===== src/rtl/align_ctrl_pkg.sv =====
// Shared types and constants for the link-alignment sequencer.
package align_ctrl_pkg;

  typedef enum logic [2:0] {
    IDLE,
    SETTLE,
    CHECK,
    SLIP,
    LOCKED,
    FAIL
  } state_t;

  localparam int ERR_CNT_W = 16;

  function automatic int total_align(input int width, input int dly_depth);
    return width * dly_depth;
  endfunction

endpackage


===== src/rtl/align_pos_tracker.sv =====
// Tracks the receiver bit position, TX word-delay select and number of
// alignments tried; bitslip wraps carry into the word delay.
module align_pos_tracker
  import align_ctrl_pkg::*;
#(
  parameter int WIDTH     = 8,
  parameter int DLY_DEPTH = 4,
  localparam int DLY_W    = $clog2(DLY_DEPTH)
) (
  input  logic             clk,
  input  logic             rst_n,
  input  logic             step,
  input  logic             clear_tried,
  output logic [DLY_W-1:0] dly_sel,
  output logic             last_pos
);

  localparam int TOTAL = total_align(WIDTH, DLY_DEPTH);
  localparam int TRY_W = $clog2(TOTAL);
  localparam int POS_W = $clog2(WIDTH);

  logic [TRY_W-1:0] tried_q, tried_d;
  logic [POS_W-1:0] pos_q, pos_d;
  logic [DLY_W-1:0] dly_q, dly_d;

  // A clear and a step on the same edge (retrain from lock) leaves one try counted.
  always_comb begin
    tried_d = clear_tried ? '0 : tried_q;
    pos_d   = pos_q;
    dly_d   = dly_q;
    if (step) begin
      tried_d = tried_d + 1'b1;
      if (pos_q == POS_W'(WIDTH - 1)) begin
        pos_d = '0;
        dly_d = dly_q + 1'b1;
      end else begin
        pos_d = pos_q + 1'b1;
      end
    end
  end

  always_ff @(posedge clk or negedge rst_n) begin
    if (!rst_n) begin
      tried_q <= '0;
      pos_q   <= '0;
      dly_q   <= '0;
    end else begin
      tried_q <= tried_d;
      pos_q   <= pos_d;
      dly_q   <= dly_d;
    end
  end

  assign dly_sel  = dly_q;
  assign last_pos = (tried_q == TRY_W'(TOTAL - 1));

endmodule


===== src/rtl/align_ctrl.sv =====
// Link-training sequencer: steps bitslip/word-delay until the loopback compare
// locks, then watches for loss of lock. ALIGN_CTRL_ERRCNT_EN enables O_ERR_CNT.
module align_ctrl
  import align_ctrl_pkg::*;
#(
  parameter int WIDTH        = 8,
  parameter int DLY_DEPTH    = 4,
  parameter int SETTLE_WORDS = 4,
  parameter int LOCK_WORDS   = 16,
  parameter int UNLOCK_ERRS  = 4,
  localparam int DLY_W       = $clog2(DLY_DEPTH)
) (
  input  logic                 CLK,
  input  logic                 RST,
  input  logic                 I_START,
  input  logic                 I_STB,
  input  logic                 I_MATCH,
  output logic                 O_BITSLIP,
  output logic [DLY_W-1:0]     O_DLY_SEL,
  output logic                 O_LOCKED,
  output logic                 O_FAIL,
  output logic [ERR_CNT_W-1:0] O_ERR_CNT
);

  localparam int GOOD_W = $clog2(LOCK_WORDS + 1);
  localparam int SET_W  = $clog2(SETTLE_WORDS + 1);
  localparam int BAD_W  = $clog2(UNLOCK_ERRS + 1);

  state_t            state_q, state_d;
  logic [GOOD_W-1:0] good_q, good_d;
  logic [SET_W-1:0]  settle_q, settle_d;
  logic [BAD_W-1:0]  bad_q, bad_d;
  logic              bitslip_q, bitslip_d;
  logic              locked_q, locked_d;
  logic              fail_q, fail_d;
  logic              clear_tried;
  logic              last_pos;

  always_ff @(posedge CLK or negedge RST) begin
    if (!RST) state_q <= IDLE;
    else      state_q <= state_d;
  end

  always_comb begin
    state_d     = state_q;
    good_d      = good_q;
    settle_d    = settle_q;
    bad_d       = bad_q;
    clear_tried = 1'b0;
    if (I_START) begin
      state_d     = SETTLE;
      good_d      = '0;
      settle_d    = '0;
      bad_d       = '0;
      clear_tried = 1'b1;
    end else begin
      case (state_q)
        SETTLE: if (I_STB) begin
          if (settle_q == SET_W'(SETTLE_WORDS - 1)) begin
            state_d  = CHECK;
            settle_d = '0;
            good_d   = '0;
          end else begin
            settle_d = settle_q + 1'b1;
          end
        end
        CHECK: if (I_STB) begin
          if (I_MATCH) begin
            good_d = good_q + 1'b1;
            if (good_q == GOOD_W'(LOCK_WORDS - 1)) begin
              state_d = LOCKED;
              bad_d   = '0;
            end
          end else if (last_pos) begin
            state_d = FAIL;
          end else begin
            state_d = SLIP;
          end
        end
        SLIP: begin
          state_d  = SETTLE;
          settle_d = '0;
        end
        LOCKED: if (I_STB) begin
          if (I_MATCH) begin
            bad_d = '0;
          end else begin
            bad_d = bad_q + 1'b1;
            // Retrain restarts the full sweep from the current position.
            if (bad_q == BAD_W'(UNLOCK_ERRS - 1)) begin
              state_d     = SLIP;
              clear_tried = 1'b1;
            end
          end
        end
        IDLE, FAIL: ;
        default: state_d = IDLE;
      endcase
    end
  end

  always_comb begin
    bitslip_d = (state_d == SLIP);
    locked_d  = (state_d == LOCKED);
    fail_d    = (state_d == FAIL);
  end

  always_ff @(posedge CLK or negedge RST) begin
    if (!RST) begin
      good_q    <= '0;
      settle_q  <= '0;
      bad_q     <= '0;
      bitslip_q <= 1'b0;
      locked_q  <= 1'b0;
      fail_q    <= 1'b0;
    end else begin
      good_q    <= good_d;
      settle_q  <= settle_d;
      bad_q     <= bad_d;
      bitslip_q <= bitslip_d;
      locked_q  <= locked_d;
      fail_q    <= fail_d;
    end
  end

  // Stepping on entry to SLIP keeps O_DLY_SEL aligned with the pulse cycle.
  align_pos_tracker #(
    .WIDTH    (WIDTH),
    .DLY_DEPTH(DLY_DEPTH)
  ) u_pos (
    .clk        (CLK),
    .rst_n      (RST),
    .step       (bitslip_d),
    .clear_tried(clear_tried),
    .dly_sel    (O_DLY_SEL),
    .last_pos   (last_pos)
  );

  assign O_BITSLIP = bitslip_q;
  assign O_LOCKED  = locked_q;
  assign O_FAIL    = fail_q;

`ifdef ALIGN_CTRL_ERRCNT_EN
  logic [ERR_CNT_W-1:0] err_q, err_d;
  logic                 err_inc;

  always_comb begin
    err_inc = (state_q == LOCKED) && I_STB && !I_MATCH;
    err_d   = err_q;
    if (I_START)                     err_d = '0;
    else if (err_inc && err_q != '1) err_d = err_q + 1'b1;
  end

  always_ff @(posedge CLK or negedge RST) begin
    if (!RST) err_q <= '0;
    else      err_q <= err_d;
  end

  assign O_ERR_CNT = err_q;
`else
  assign O_ERR_CNT = '0;
`endif

endmodule


===== config.mk =====
export PLATFORM = sky130hd
export DESIGN_NAME = align_ctrl
export DESIGN_NICKNAME = d
export VERILOG_FILES = /design/src/rtl/align_ctrl_pkg.sv /design/src/rtl/align_pos_tracker.sv /design/src/rtl/align_ctrl.sv
export SDC_FILE = /design/constraint.sdc
export NUM_CORES = 1
export LEC_CHECK = 0
export BUFFER_PORTS_ARGS = -buffer_cell sky130_fd_sc_hd__buf_2
export CORE_MARGIN = 1
export CORE_UTILIZATION = 35
export CTS_BUF_LIST = sky130_fd_sc_hd__clkbuf_16
export DETAILED_ROUTE_END_ITERATION = 10
export SYNTH_ARGS = -nofsm -noshare
export SYNTH_HDL_FRONTEND = slang
export SYNTH_SLANG_ARGS = --single-unit

===== constraint.sdc =====
create_clock -name CLK -period 4.7 [get_ports CLK]
set_input_delay 0.94 -clock CLK [delete_from_list [all_inputs] [get_ports CLK]]
set_output_delay 0.94 -clock CLK [all_outputs]
set_load 0.05 [all_outputs]

## After elaboration in Yosys (flattened, before gate mapping)

Cells that the tools add are included.
Widths: inputs -> output; s select.

| word-level totals | value |
|---|---|
| flip-flop bits (word level) | 27 |

| cells by class | value |
|---|---|
| equal/unequal tests | 19 |
| multiplexer cells | 36 |
| reductions and logical operators | 9 |
| $add $sub $neg | 6 |

Operators by type and width:

| cell | number |
|---|---|
| $mux 3 | 20 |
| $mux 5 | 7 |
| $ne 3x3->1 const B | 6 |
| $eq 3x2->1 const B | 5 |
| $eq 3x3->1 const B | 5 |
| $pmux 3 s5 | 1 |
| $pmux 3 s2 | 2 |
| $add 5x1->5 const B | 2 |
| $pmux 5 s2 | 1 |
| $reduce_and 5->1 | 2 |
| $add 3x1->3 const B | 3 |
| $reduce_bool 3->1 | 3 |
| $eq 5x4->1 const B | 1 |
| $eq 5x5->1 const B | 1 |
| $mux 1 | 5 |
| $reduce_and 2->1 | 2 |
| $eq 3x1->1 const B | 1 |
| $logic_not 3->1 | 1 |
| $add 2x1->2 const B | 1 |
| $reduce_or 2->1 | 1 |

## Depth between registers and ports, before layout

| depth | value |
|---|---|
| depth after elaboration | 9 |
| mapped depth | 9 |

## Modules after synthesis

Synthesis repeated with hierarchy kept, for this count alone.

| second synthesis, totals | value |
|---|---|
| cells, all modules | 156 |
| area total of the unflattened synthesis | 1,604.0 µm² |

By module, submodules not included:

| module | instances | cells each | area an instance (µm²) | sequential area each (µm²) |
|---|---|---|---|---|
| align_ctrl | 1 | 114 | 1,097.3 | 425.4 |
| align_pos_tracker | 1 | 42 | 506.7 | 250.2 |

## Least setup slack after synthesis

Ideal clock, no wire load.

| timing | value |
|---|---|
| kind | input -> register |
| start | input I_MATCH |
| end | register u_pos.tried_q[4] |
| path slack | 2.176 ns |
| library setup time | 0.119 ns |
| data arrival time | 2.405 ns |
| required time | 4.581 ns |
| buffers on the path | 1 |
| stages on the path | 8 |
| cells stage by stage | buf_2 and4bb_1 a21oi_1 and2_1 ha_1 and3_1 and4_1 o21a_1 |

| on the way | value |
|---|---|
| longest elaborated chain between the ends | 7 |
| elaborated cells on any way between the ends | 14 |
| those cells by class | add/sub: 1; eq/ne: 1; mux: 12 |

Ends and longest elaborated chain:

| what | line | text |
|---|---|---|
| from (decl) | align_ctrl.sv:17 | `input logic I_MATCH,` |
| $mux 1 | align_ctrl.sv:85 | `if (I_MATCH) begin` |
| $mux 1 | align_ctrl.sv:84 | `LOCKED: if (I_STB) begin` |
| $mux 1 | align_ctrl.sv:57 | `case (state_q)` |
| $mux 1 | align_ctrl.sv:50 | `if (I_START) begin` |
| $mux 5 | align_pos_tracker.sv:28 | `tried_d = clear_tried ? '0 : tried_q;` |
| $add 5x1->5 | align_pos_tracker.sv:32 | `tried_d = tried_d + 1'b1;` |
| $mux 5 (*) | align_pos_tracker.sv:31 | `if (step) begin` |
| named net u_pos.tried_d[4] | align_pos_tracker.sv:22 | `logic [TRY_W-1:0] tried_q, tried_d;` |
| to (signal assigned) | align_pos_tracker.sv:48 | `tried_q <= tried_d;` |
| to (decl) | align_pos_tracker.sv:22 |  |

The timed path passes the listed nets; every way through them passes the cells marked *.
A chain may end at the register's enable or synchronous reset.

## Final worst setup path

Ends and elaborated chain as after synthesis.

==> flow_metrics.py <==
metrics = {
    "power": {
        "vdd_ir_drop_max_uv": 135,
        "powerDensity_nw_per_um2": 287,
        "p_leak_nw": 0.842,
        "p_total_w": 0.000498,
    },
    "placed_design": {
        "pre_cts_ws_ps": 2000,
        "port_buffers": 9,
        "dp_hpwl_um": 1910,
        "gp_congestion": 0.834,
    },
    "synth": {
        "synth-seq-cells": 27,
        "yosysWarnings": 0,
        "synth_top_area_share": 0.411,
        "synth_area_sq_um": 1650,
        "synth_common_cells": "dfrtp_1 (27), buf_4 (17), nand2_1 (11)",
        "syn_area_per_cell_sq_um": 10.2,
        "ys_async_sr_fraction": 1.00,
        "ys_types": 49,
        "yosysTopAreaCell": "dfrtp_1",
        "yosysSeqAreaShare": 0.411,
        "synth_area_leaders": "dfrtp_1 (41%), buf_4 (7.8%), ha_1 (6.1%), mux2_4 (3.7%), a21oi_1 (2.7%)",
        "synthFlopType": "dfrtp_1",
        "synth-edff-count": 0,
        "synthCells": 162,
        "synth_most_common_cell": "dfrtp_1",
    },
    "cts": {
        "holdBufCountCts": 0,
        "clk_pin_slew_ps": 70,
        "ctsResizeCount": 0,
        "clk_latency_ps": 260,
        "h-tree-depth": 1,
        "tritoncts": "yes",
        "cts.sinks": 27,
        "postCtsSetupBuffers": 0,
        "cts_buffers": 3,
        "cts_buffer_depth": 2,
        "clockRootBuffer": "clkbuf_16",
    },
    "worst_setup_path": {
        "worst-setup-path-type": "input pin to flop",
        "reg2reg_to": "u_pos.tried_q[4]$_DFF_PN0_",
        "r2r-start": "bad_q[0]$_DFFE_PN0P_",
        "end_kind": "flop",
        "startpoint_type": "input pin",
        "cp_data_arrival_time_ps": 2590,
        "ff2ff_setup_slack_ps": 2340,
        "worstPathRequired_ps": 4860,
        "reg2reg_depth": 9,
        "crit_fanout": 10,
    },
    "floorplanning": {
        "row_count": 24,
        "die_w_um": 70.6,
        "start_util": 0.370,
        "die-area_sq_um": 4980,
        "core_sq_um": 4440,
        "die_y_um": 70.6,
        "io_pins": 26,
    },
    "cells_and_area": {
        "fin_util": 0.390,
        "layout-drive-gt1-share": 0.148,
        "final_nets": 183,
        "syn2layout_area_growth_pct": 5.48,
        "antennaDiodeCount": 0,
    },
    "global_route": {
        "grt_usage": 0.121,
        "overflow": 0,
        "grt_max_degree": 28,
        "grt_pass1_wl_um": 4750,
        "antenna_found_initial": 0,
        "grt_pass1_vias": 1003,
    },
    "timing": {
        "fin_ws_ps": 2260,
        "setup_viol": 0,
        "drv_slew": 0,
        "period_needed_ps": 2440,
        "hold-worst-slack_ps": 485,
        "tns_ps": 0,
        "finClkSkew_ps": 1.50,
        "slew-limit-headroom": 0.594,
        "finalCritPeriodShare": 0.519,
        "rsz0062_at_grt": "false",
        "hold_viol": 0,
        "max_freq_mhz": 410,
        "max_slew.worst_pin.slew_ps": 609,
    },
    "status": {
        "violations": "design-rule violations",
        "status": "finished with violations",
    },
    "drt": {
        "dr.pass1.iters": 7,
        "wl_um": 2620,
        "wl_per_cell_um": 11.8,
        "dr.first_iter.drc_count": 59,
        "vias": 1074,
        "drtAntennaViolNets": 0,
        "viasPerCell": 4.86,
        "route.detailed.drc": 5,
    },
    "hold_path": {
        "hold_path_depth": 1,
        "hold_start": "u_pos.dly_sel[1]$_DFFE_PN0P_",
        "hold_end": "u_pos.dly_sel[1]$_DFFE_PN0P_",
        "hold_class": "flop to flop",
    },
    "run": {
        "max_cap_viol_count": 0,
    },
}
-- report_power, final --
| group | internal, W | switching, W | total, W | leakage, nW |
|---|---|---|---|---|
| logic | 0.0000134 | 0.0000463 | 0.0000596 | 0.434 |
| clock network | 0.000116 | 0.0000820 | 0.000198 | 0.0371 |
| registers | 0.000237 | 0.00000411 | 0.000241 | 0.370 |
-- stage by stage --
stage	area [sq um]	std cells
floorplan	1700	177
detailed placement	1650	217
global route	1740	221
global placement	1650	217
finish	1740	221
CTS	1740	221
-- worst max-delay path by stage --
stage               slack, ps     from                    endpoint
finish                   2260  I_MATCH  u_pos.tried_q[4]$_DFF_PN0_
CTS                      2270  I_MATCH  u_pos.tried_q[4]$_DFF_PN0_
global route             2120  I_MATCH  u_pos.tried_q[4]$_DFF_PN0_
detailed placement       2000  I_MATCH  u_pos.tried_q[4]$_DFF_PN0_
global placement         2030  I_MATCH  u_pos.tried_q[4]$_DFF_PN0_
floorplan                2180  I_MATCH  u_pos.tried_q[4]$_DFF_PN0_
-- layout make-up --
class | count | area, sq um
Tap cell | 52 | 65.1
Sequential cell | 27 | 676
Multi-Input combinational cell | 120 | 833
Fill cell | 442 | 2710
Inverter | 9 | 33.8
Timing Repair Buffer | 9 | 45.0
Clock inverter | 1 | 7.51
Clock buffer | 3 | 75.1
-- kinds of logic after synthesis --
family | count (synthesis) | share of synthesized area
multiplexers | 5 | 0.0426
other | 1 | 0.00228
AND/OR/NAND/NOR | 60 | 0.231
buffers and inverters | 30 | 0.117
AO/OA/AOI/OAI | 26 | 0.109
adder cells (fa/ha/maj) | 8 | 0.0608
XOR/XNOR | 5 | 0.0266
flip-flops | 27 | 0.411
-- sequential cells by signal, summed over array words and instances (netlist names), 2 cells and up --
name,cells
u_pos.pos_q,3
bad_q,3
u_pos.tried_q,5
state_q,3
good_q,5
settle_q,3
u_pos.dly_sel,2
-- cells in the final DEF (no fill, tap or decap), drive strengths merged, types with 2 or more instances in the layout --
cell and n:
dfrtp 27, conb 16, nand2 13, inv 9
a21oi 9, buf 9, ha 8, nand3 6
nor2 6, nand2b 6, o21ai 5, mux2 4
xnor2 4, nand3b 3, o31ai 3, nor2b 3
clkbuf 3, a31oi 3, and4bb 3, and3 2
and2 2, nand4b 2, nor3b 2, or3 2
or2b 2, and2b 2
-- routing by layer --
layer	vias up	track usage	wire length (um)
li1	541	-	-
met1	515	0.172	1300
met2	13	0.179	1200
met3	5	0.0299	78
met4	0	0.0489	38
met5	-	0	0
-- worst max-delay path, stage by stage --
cell and delay (ps):
buf_2 170, and4bb_1 260, a21oi_1 380, and2_1 230
ha_1 160, and3_1 170, a31oi_1 80, o21a_1 190
Power figures use the tool's default switching activity.
